--- src/rtl/soomrv_mem_pkg.sv ---
// Shared types for the data-SRAM arbitration path: Wishbone window, read owner and
// management FSM states.
package soomrv_mem_pkg;

  localparam logic [3:0] DSRAM_WIN = 4'h1;

  typedef enum logic {
    OWN_CORE,
    OWN_MGMT
  } owner_e;

  typedef enum logic [1:0] {
    StIdle,
    StIssue,
    StRdWait,
    StAck
  } mgmt_state_e;

endpackage

--- src/rtl/dsram_rd_capture.sv ---
// Owner pipeline for reads issued to the SRAM macro; steers the returned word into the
// capture register of whichever requester issued the read.
module dsram_rd_capture
  import soomrv_mem_pkg::*;
(
  input  logic        clk_i,
  input  logic        rst_ni,
  input  logic        issue_i,
  input  owner_e      owner_i,
  input  logic [31:0] mem_rdata_i,
  output logic [31:0] core_rdata_o,
  output logic [31:0] mgmt_rdata_o,
  output logic        mgmt_done_o
);

  logic        s1_valid_q, s2_valid_q;
  owner_e      s1_owner_q, s2_owner_q;
  logic [31:0] core_rdata_q, mgmt_rdata_q;

  // Stage 1 marks the cycle in which macro data is valid; stage 2 tells the FSM
  // that the management capture register is now loaded.
  always_ff @(posedge clk_i) begin
    if (!rst_ni) begin
      s1_valid_q   <= 1'b0;
      s1_owner_q   <= OWN_CORE;
      s2_valid_q   <= 1'b0;
      s2_owner_q   <= OWN_CORE;
      core_rdata_q <= '0;
      mgmt_rdata_q <= '0;
    end else begin
      s1_valid_q <= issue_i;
      s1_owner_q <= owner_i;
      s2_valid_q <= s1_valid_q;
      s2_owner_q <= s1_owner_q;
      if (s1_valid_q && (s1_owner_q == OWN_CORE)) core_rdata_q <= mem_rdata_i;
      if (s1_valid_q && (s1_owner_q == OWN_MGMT)) mgmt_rdata_q <= mem_rdata_i;
    end
  end

  assign core_rdata_o = core_rdata_q;
  assign mgmt_rdata_o = mgmt_rdata_q;
  assign mgmt_done_o  = s2_valid_q && (s2_owner_q == OWN_MGMT);

endmodule

--- src/rtl/dsram_arbiter.sv ---
// Run-time arbiter sharing the single-port data SRAM between the core (fixed priority)
// and the Wishbone management port, with a starvation bound on management latency.
module dsram_arbiter
  import soomrv_mem_pkg::*;
#(
  parameter int unsigned ADDR_W     = 9,
  parameter int unsigned STARVE_MAX = 8
) (
  input  logic              wb_clk_i,
  input  logic              wb_rst_ni,
  input  logic              core_ce_n,
  input  logic              core_we_n,
  input  logic [ADDR_W-1:0] core_addr,
  input  logic [31:0]       core_wdata,
  input  logic [3:0]        core_wm,
  output logic              core_stall,
  output logic [31:0]       core_rdata,
  input  logic              wbs_cyc_i,
  input  logic              wbs_stb_i,
  input  logic              wbs_we_i,
  input  logic [3:0]        wbs_sel_i,
  input  logic [31:0]       wbs_adr_i,
  input  logic [31:0]       wbs_dat_i,
  output logic              wbs_ack_o,
  output logic [31:0]       wbs_dat_o,
  output logic              mem_ce,
  output logic              mem_we,
  output logic [ADDR_W-1:0] mem_addr,
  output logic [31:0]       mem_dataOut,
  output logic [3:0]        mem_wm,
  input  logic [31:0]       mem_dataIn
);

  localparam logic [7:0] StarveMax = 8'(STARVE_MAX);

  mgmt_state_e state_q, state_d;
  logic [7:0]  starve_q, starve_d;
  logic        ack_q, ack_d;
  logic [31:0] dat_q, dat_d;
  logic        mgmt_pend, mgmt_grant, core_grant, wb_req;
  logic        rd_issue, mgmt_rd_done;
  owner_e      rd_owner;
  logic [31:0] mgmt_rdata;
  logic        unused_adr;

  assign unused_adr = ^{wbs_adr_i[31:20], wbs_adr_i[15:ADDR_W+2], wbs_adr_i[1:0]};

  assign wb_req    = wbs_cyc_i && wbs_stb_i && (wbs_adr_i[19:16] == DSRAM_WIN) && !ack_q;
  assign mgmt_pend = (state_q == StIssue);

  // Grants are gated by reset so the macro stays deselected while reset is held.
  assign mgmt_grant = wb_rst_ni && mgmt_pend && (core_ce_n || (starve_q == StarveMax));
  assign core_grant = wb_rst_ni && !core_ce_n && !mgmt_grant;
  assign core_stall = !core_ce_n && mgmt_grant;

  always_comb begin
    mem_ce      = 1'b1;
    mem_we      = 1'b1;
    mem_addr    = '0;
    mem_dataOut = '0;
    mem_wm      = '0;
    if (mgmt_grant) begin
      mem_ce      = 1'b0;
      mem_we      = !wbs_we_i;
      mem_addr    = wbs_adr_i[ADDR_W+1:2];
      mem_dataOut = wbs_dat_i;
      mem_wm      = wbs_sel_i;
    end else if (core_grant) begin
      mem_ce      = 1'b0;
      mem_we      = core_we_n;
      mem_addr    = core_addr;
      mem_dataOut = core_wdata;
      mem_wm      = core_wm;
    end
  end

  assign rd_issue = (mgmt_grant && !wbs_we_i) || (core_grant && core_we_n);
  assign rd_owner = mgmt_grant ? OWN_MGMT : OWN_CORE;

  always_comb begin
    starve_d = starve_q;
    if (mgmt_grant) begin
      starve_d = '0;
    end else if (mgmt_pend && (starve_q != StarveMax)) begin
      starve_d = starve_q + 8'd1;
    end
  end

  always_comb begin
    state_d = state_q;
    ack_d   = 1'b0;
    dat_d   = '0;
    unique case (state_q)
      StIdle: begin
        if (wb_req) state_d = StIssue;
      end
      StIssue: begin
        if (mgmt_grant) begin
          state_d = wbs_we_i ? StAck : StRdWait;
          ack_d   = wbs_we_i;
        end
      end
      StRdWait: begin
        if (mgmt_rd_done) begin
          state_d = StAck;
          ack_d   = 1'b1;
          dat_d   = mgmt_rdata;
        end
      end
      StAck: state_d = StIdle;
      default: state_d = StIdle;
    endcase
  end

  always_ff @(posedge wb_clk_i) begin
    if (!wb_rst_ni) begin
      state_q  <= StIdle;
      starve_q <= '0;
      ack_q    <= 1'b0;
      dat_q    <= '0;
    end else begin
      state_q  <= state_d;
      starve_q <= starve_d;
      ack_q    <= ack_d;
      dat_q    <= dat_d;
    end
  end

  assign wbs_ack_o = ack_q;
  assign wbs_dat_o = dat_q;

  dsram_rd_capture u_rd_capture (
    .clk_i        (wb_clk_i),
    .rst_ni       (wb_rst_ni),
    .issue_i      (rd_issue),
    .owner_i      (rd_owner),
    .mem_rdata_i  (mem_dataIn),
    .core_rdata_o (core_rdata),
    .mgmt_rdata_o (mgmt_rdata),
    .mgmt_done_o  (mgmt_rd_done)
  );

endmodule

--- config.mk ---
export PLATFORM = sky130hd
export DESIGN_NAME = dsram_arbiter
export DESIGN_NICKNAME = d
export VERILOG_FILES = /design/src/rtl/soomrv_mem_pkg.sv /design/src/rtl/dsram_rd_capture.sv /design/src/rtl/dsram_arbiter.sv
export SDC_FILE = /design/constraint.sdc
export NUM_CORES = 1
export LEC_CHECK = 0
export CAP_MARGIN = 30
export CORE_ASPECT_RATIO = 2
export CORE_UTILIZATION = 37
export CTS_BUF_LIST = sky130_fd_sc_hd__clkbuf_16
export CTS_CLUSTER_DIAMETER = 120
export CTS_CLUSTER_SIZE = 8
export DETAILED_ROUTE_END_ITERATION = 16
export HOLD_SLACK_MARGIN = 0.1
export PLACE_DENSITY_LB_ADDON = 0.05
export SYNTH_ARGS = -nofsm -noshare
export SYNTH_HDL_FRONTEND = slang
export SYNTH_SLANG_ARGS = --single-unit
--- constraint.sdc ---
create_clock -name wb_clk_i -period 3.3 [get_ports wb_clk_i]
set_clock_uncertainty 0.05 [all_clocks]
set_input_delay 0.66 -clock wb_clk_i [delete_from_list [all_inputs] [get_ports wb_clk_i]]
set_output_delay 0.66 -clock wb_clk_i [all_outputs]
set_load 0.005 [all_outputs]
==> results of run 1 <==
## where the power goes
| group | switching, uW | internal, uW | leakage [uW] |
|---|---|---|---|
| Sequential | 18.6 | 1370 | 0.000898 |
| Combinational | 206 | 307 | 0.00182 |
| Clock | 499 | 600 | 0.000154 |
| Total | 724 | 2280 | 0.00287 |
## sequential cells by signal, indices dropped and copies added, names as in the netlist
name and cells:
u_rd_capture.core_rdata_o 32, u_rd_capture.mgmt_rdata_o 32, wbs_dat_o 32, starve_q 8, state_q 2, u_rd_capture.s1_owner_q 1, u_rd_capture.s1_valid_q 1, u_rd_capture.s2_owner_q 1
u_rd_capture.s2_valid_q 1, wbs_ack_o 1
## worst max-delay path by stage
stage                        endpoint  cells after the start
after floorplan           mem_addr[1]                      5
after global placement      mem_wm[2]                      6
after detailed placement    mem_wm[2]                      6
after CTS                      mem_we                      8
after global routing           mem_we                      8
final                          mem_we                      8
## worst max-delay path: stages (launching register included)
cell and delay, ns:
dfxtp_2 0.33, inv_2 0.06, ha_1 0.13, or4b_4 0.51, o21ba_4 0.23, buf_4 0.14, nand3b_1 0.18, a21boi_1 0.16
clkdlybuf4s50_1 0.46
## per-layer routing
metal	wire length, um	global-route usage [%]	vias to the layer above
li1	-	-	2134
met3	952	5.66	22
met5	0	0	-
met4	504	11.1	0
met1	4870	22.8	1945
met2	7930	45.8	207
## layout by cell type, fill, tap and decap left out, types with 2 or more instances in the layout
cell,n
xor2_1,4
buf_12,2
ha_1,6
dfxtp_2,3
buf_6,3
inv_1,6
nand2_1,135
nor2_1,11
dfxtp_1,108
a22o_1,45
and2_1,35
inv_6,2
clkbuf_2,7
a21oi_1,65
clkinv_4,2
o211ai_1,2
o21ai_0,3
buf_16,2
dlygate4sd2_1,38
clkbuf_16,9
nand3_1,2
nor4_1,2
xnor2_1,3
nand4_1,4
buf_4,14
mux2i_1,3
inv_2,2
clkdlybuf4s50_1,200
## area by class of cell
class / instances / area share (%)
inverter: 7 / 0.362
sequential: 111 / 30.6
tap: 142 / 2.44
timing repair buffer: 267 / 36.0
clock buffer: 9 / 3.10
clock inverter: 7 / 1.10
antenna: 1 / 0.0344
multi-input combinational: 339 / 26.3
## cells by family (layout without fill, tap and decap cells)
kind of cell	count (synthesis)	after routing	share of synthesized area, %
compound gates	124	124	19.3
fa+ha+maj	6	6	1.75
buf+inv	41	290	4.28
flops	111	111	51.7
other cells	0	1	0
simple gates	199	199	20.9
xor+xnor	7	7	1.43
mux	3	3	0.699
## through the flow
stage	util (%)	area, um2	hold WS [ns]	cells
after floorplan	-	4300	0.380	491
after global placement	61.1	6890	0.385	855
after detailed placement	61.4	6930	0.387	857
after CTS	64.7	7300	0.402	882
after global routing	64.4	7270	0.413	883
final	64.4	7270	0.399	883
## timing repair
action | 4_1_cts | 5_1_grt
gates resized for setup | 53 | 18
pin swaps | 4 | 2
cloned | 2 | 0
setup buffers | 7 | 1
hold buffers | 0 | 0
endpoints found under the setup margin | 46 | 19
==> reports/metrics.yaml, run 1 <==
setup_path:
  path_max_fanout: 4
  r2r_end: "state_q[0]"
  required_ns: 2.59
  criticalPathCategory: "reg -> out"
  worstSetupStartpointType: "flop"
  rr_worst_depth: 7
  endpoint_kind: "primary output"
  critPathArrivalTime_ns: 2.54
  rrSetupSlack_ns: 1.09
  crit_path_start: "starve_q[0]"
  r2r-start: "starve_q[0]"
layout:
  fill_cells: 1005
  multi_input_area_um2: 1910
  drive_gt1_share_pct: 7.84
  nets: 893
  area_growth_pct: 69.1
  ff_latch_area_um2: 2230
synthesis:
  synth_top_cell_area_share_pct: 51.7
  yosysWarnings: 0
  seq_area_frac_synth_pct: 51.7
  synth_ff_type: "dfxtp_1"
  synth_largest_area_cell: "dfxtp_1"
  synthCells: 491
  yosys_register_bits: 111
  synth-edff-count: 0
  netlist_top_cells_area: "dfxtp_1 (52%), nand2_1 (12%), a22o_1 (9.2%)"
  synth_cell_type_count: 37
  syn_nets: 649
  synthArstFlopShare_pct: 0
  synth_common_cells: "nand2_1 (135), dfxtp_1 (111), a21oi_1 (65)"
  synth_area_um2: 4300
  avgSynthCellArea_um2: 8.75
  synth.most_common_cell: "nand2_1"
global_routing:
  grt_usage_pct: 23.7
  antenna_found_initial: 1
  first_global_vias: 4321
  overflow: 0
  grt_pass1_wl_um: 21700
  grt_start_max_net_pins: 47
routing:
  first_iter_violations: 169
  drc: 0
  via_per_inst: 4.88
  via_count: 4308
  drtAntennaViolNets: 0
  firstDrtPassIters: 4
  drt_wl_total_um: 14300
  post_drt_wl_per_cell_um: 16.1
hold_path:
  hp-start: "u_rd_capture.mgmt_rdata_o[9]"
  hold_class: "reg -> reg"
  hold_end: "u_rd_capture.mgmt_rdata_o[9]"
  min_path_cells: 2
timing:
  drv_slew: 0
  post-route-period-util_pct: 98.4
  finalSetupViolCount: 0
  fin_crit_ns: 3.25
  worstMarginPinSlew_ns: 0.664
  fin_ws_ns: 0.0533
  hold_violations: 0
  max_slew_margin_pct: 55.8
  fin_setup_tns_ns: 0
  timing.fmax_mhz: 308
clock_tree:
  clkTransAtPathRegs_ns: 0.07
  htree_levels: 3
  cts_made_buffers: 9
  clockRootBuffer: "clkbuf_16"
  clock_latency_ns: 0.34
  ctsLongestPathBuffers: 2
  clock_sinks: 111
  cts_tree: "yes"
floorplan:
  dieHeight_um: 154
  coreArea_um2: 11300
  die_area_um2: 12100
  fp.dieW_um: 78.2
  start_util_pct: 38.1
  row_count: 55
  io_pins: 265
power_and_ir_drop:
  finalPower_uw: 3000
  p_leak_uw: 0.00287
  vdd_drop_max_mv: 0.268
  powerDensity_nw_per_um2: 413
place:
  post-dp-hpwl_um: 10800
  io_buffer_count: 245
  gp_congestion: 0.828
  dpl_worst_slack_ns: 0.0567
flow_run:
  maxCapViolCount: 0
outcome:
  outcome: "completed"
No activity file was read; power rests on OpenSTA's default activity.
==> run 2, diff against run 1 <==
--- a/config.mk
+++ b/config.mk
@@ -12,7 +12,6 @@
 export CTS_CLUSTER_DIAMETER = 120
 export CTS_CLUSTER_SIZE = 8
 export DETAILED_ROUTE_END_ITERATION = 16
-export HOLD_SLACK_MARGIN = 0.1
 export PLACE_DENSITY_LB_ADDON = 0.05
 export SYNTH_ARGS = -nofsm -noshare
 export SYNTH_HDL_FRONTEND = slang
==> results of run 2 <==
Same layout as run 1: the final DEF is identical, and so are final timing and power.
==> run 3, diff against run 2 <==
--- a/config.mk
+++ b/config.mk
@@ -7,7 +7,7 @@
 export LEC_CHECK = 0
 export CAP_MARGIN = 30
 export CORE_ASPECT_RATIO = 2
-export CORE_UTILIZATION = 37
+export CORE_UTILIZATION = 40
 export CTS_BUF_LIST = sky130_fd_sc_hd__clkbuf_16
 export CTS_CLUSTER_DIAMETER = 120
 export CTS_CLUSTER_SIZE = 8
==> constraint.sdc (replaced) <==
create_clock -name wb_clk_i -period 3.76 [get_ports wb_clk_i]
set_clock_uncertainty 0.05 [all_clocks]
set_input_delay 0.752 -clock wb_clk_i [delete_from_list [all_inputs] [get_ports wb_clk_i]]
set_output_delay 0.752 -clock wb_clk_i [all_outputs]
set_load 0.005 [all_outputs]
==> reports/metrics.yaml, run 3 (same netlist as run 1, synthesis figures left out) <==
outcome:
  outcome: "completed"
place:
  post-dp-hpwl_um: 11100
  dp_cells: 850
  io_buffer_count: 245
  gp_congestion: 0.860
  dpl_cell_area_um2: 6920
floorplan:
  fp.dieW_um: 75.3
  coreArea_um2: 10500
  die_area_um2: 11200
  start_util_pct: 41.0
  row_count: 53
  dieHeight_um: 149
  io_pins: 265
setup_path:
  criticalPathCategory: "reg -> out"
  critPathArrivalTime_ns: 2.82
  path_max_fanout: 46
  worstSetupStartpointType: "flop"
  endpoint_kind: "primary output"
  required_ns: 2.96
global_routing:
  overflow: 0
  antenna_found_initial: 3
  grt_pass1_wl_um: 21000
  grt_usage_pct: 25.5
  grt_start_max_net_pins: 67
  first_global_vias: 4203
clock_tree:
  ctsLongestPathBuffers: 2
  cts_made_buffers: 9
  clockRootBuffer: "clkbuf_16"
  htree_levels: 3
  clock_latency_ns: 0.34
  postCtsSetupRepairBufs: 0
  cts_tree: "yes"
  clkTransAtPathRegs_ns: 0.07
  holdBufCountCts: 0
  clock_sinks: 111
  cts_resized: 0
routing:
  firstDrtPassIters: 6
  drc: 0
  drt_wl_total_um: 14000
  via_count: 4301
  via_per_inst: 4.95
  first_iter_violations: 217
  post_drt_wl_per_cell_um: 16.1
  drtAntennaViolNets: 0
layout:
  layout_commonest_cell: "clkdlybuf4s50_1"
  area_growth_pct: 67.6
  finish.instance_area_um2: 7200
  layoutNonFillerInstCount: 869
  mostFrequentLayoutCells: "clkdlybuf4s50_1 (245), nand2_1 (135), dfxtp_1 (111)"
  nets: 882
  drive_gt1_share_pct: 4.80
  final_util_pct: 68.8
  fill_cells: 918
power_and_ir_drop:
  powerDensity_nw_per_um2: 352
  p_sw_share_pct: 24.0
  comb_power_share_pct: 17.7
  finalPower_uw: 2530
  power.internal_uw: 1930
  p_seq_share_pct: 48.0
  pwr-share-clk_pct: 34.3
  p_leak_uw: 0.00263
  p_switching_uw: 608
  vdd_drop_max_mv: 0.287
hold_path:
  hold_class: "reg -> reg"
timing:
  post-route-period-util_pct: 96.2
  finalSetupViolCount: 0
  max_slew_margin_pct: 53.5
  timing.fmax_mhz: 276
  hold_violations: 0
  rsz0062_at_grt: "false"
  worstMarginPinSlew_ns: 0.697
  drv_slew: 0
  fin_crit_ns: 3.62
  fin_setup_tns_ns: 0
flow_run:
  maxCapViolCount: 0
-- run 3: critical path: stages (launching register included) --
cell,delay (ns)
dfxtp_1,0.33
inv_1,0.09
ha_1,0.15
or4b_4,0.49
o21ba_4,0.26
nor3_4,0.15
buf_12,0.23
a22o_1,0.24
clkdlybuf4s50_1,0.53
-- run 3: area by class of cell --
type	count	area (um2)	share of cell area [%]
Multi-Input combinational cell	339	1900	26.4
Clock buffer	9	225	3.13
Tap cell	137	171	2.38
Sequential cell	111	2220	30.8
Antenna cell	3	7.51	0.104
Inverter	7	26.3	0.365
Clock inverter	7	47.5	0.660
Timing Repair Buffer	256	2600	36.1
-- run 3: per-stage QoR --
stage | hold WS [ns] | worst slack, ns
2_1_floorplan | 0.380 | 0.915
3_3_place_gp | 0.384 | 0.330
3_5_place_dp | 0.389 | 0.334
4_1_cts | 0.402 | 0.123
5_1_grt | 0.417 | 0.0466
6_report | 0.401 | 0.142
-- run 3: worst paths after layout --
kind	cells past startpoint	from	slack, ns	endpoint
worst max-delay path	8	starve_q[0]	0.14	mem_dataOut[29]
worst max register to register	6	starve_q[0]	1.60	state_q[0]
worst min-delay path	2	u_rd_capture.mgmt_rdata_o[2]	0.40	u_rd_capture.mgmt_rdata_o[2]
worst min register to register	2	u_rd_capture.mgmt_rdata_o[2]	0.40	u_rd_capture.mgmt_rdata_o[2]
-- run 3: power by group through the flow --
stage | clock network (uW) | registers (uW) | logic [uW]
2_1_floorplan | 0 | 1240 | 156
3_3_place_gp | 0 | 1240 | 441
3_5_place_dp | 0 | 1240 | 448
4_1_cts | 885 | 1220 | 452
5_1_grt | 927 | 1220 | 481
6_report | 869 | 1220 | 448
-- run 3: routing by layer --
layer  wire length, um  share of wire (%)  vias up  global-route usage (%)
met5                27               0.19        -                       0
met4               269                1.9        4                    7.59
met3              1380                9.9       18                    8.40
met2              7120                 51      232                    44.4
met1              5210                 37     1929                    28.7
li1                  -                  -     2118                       -
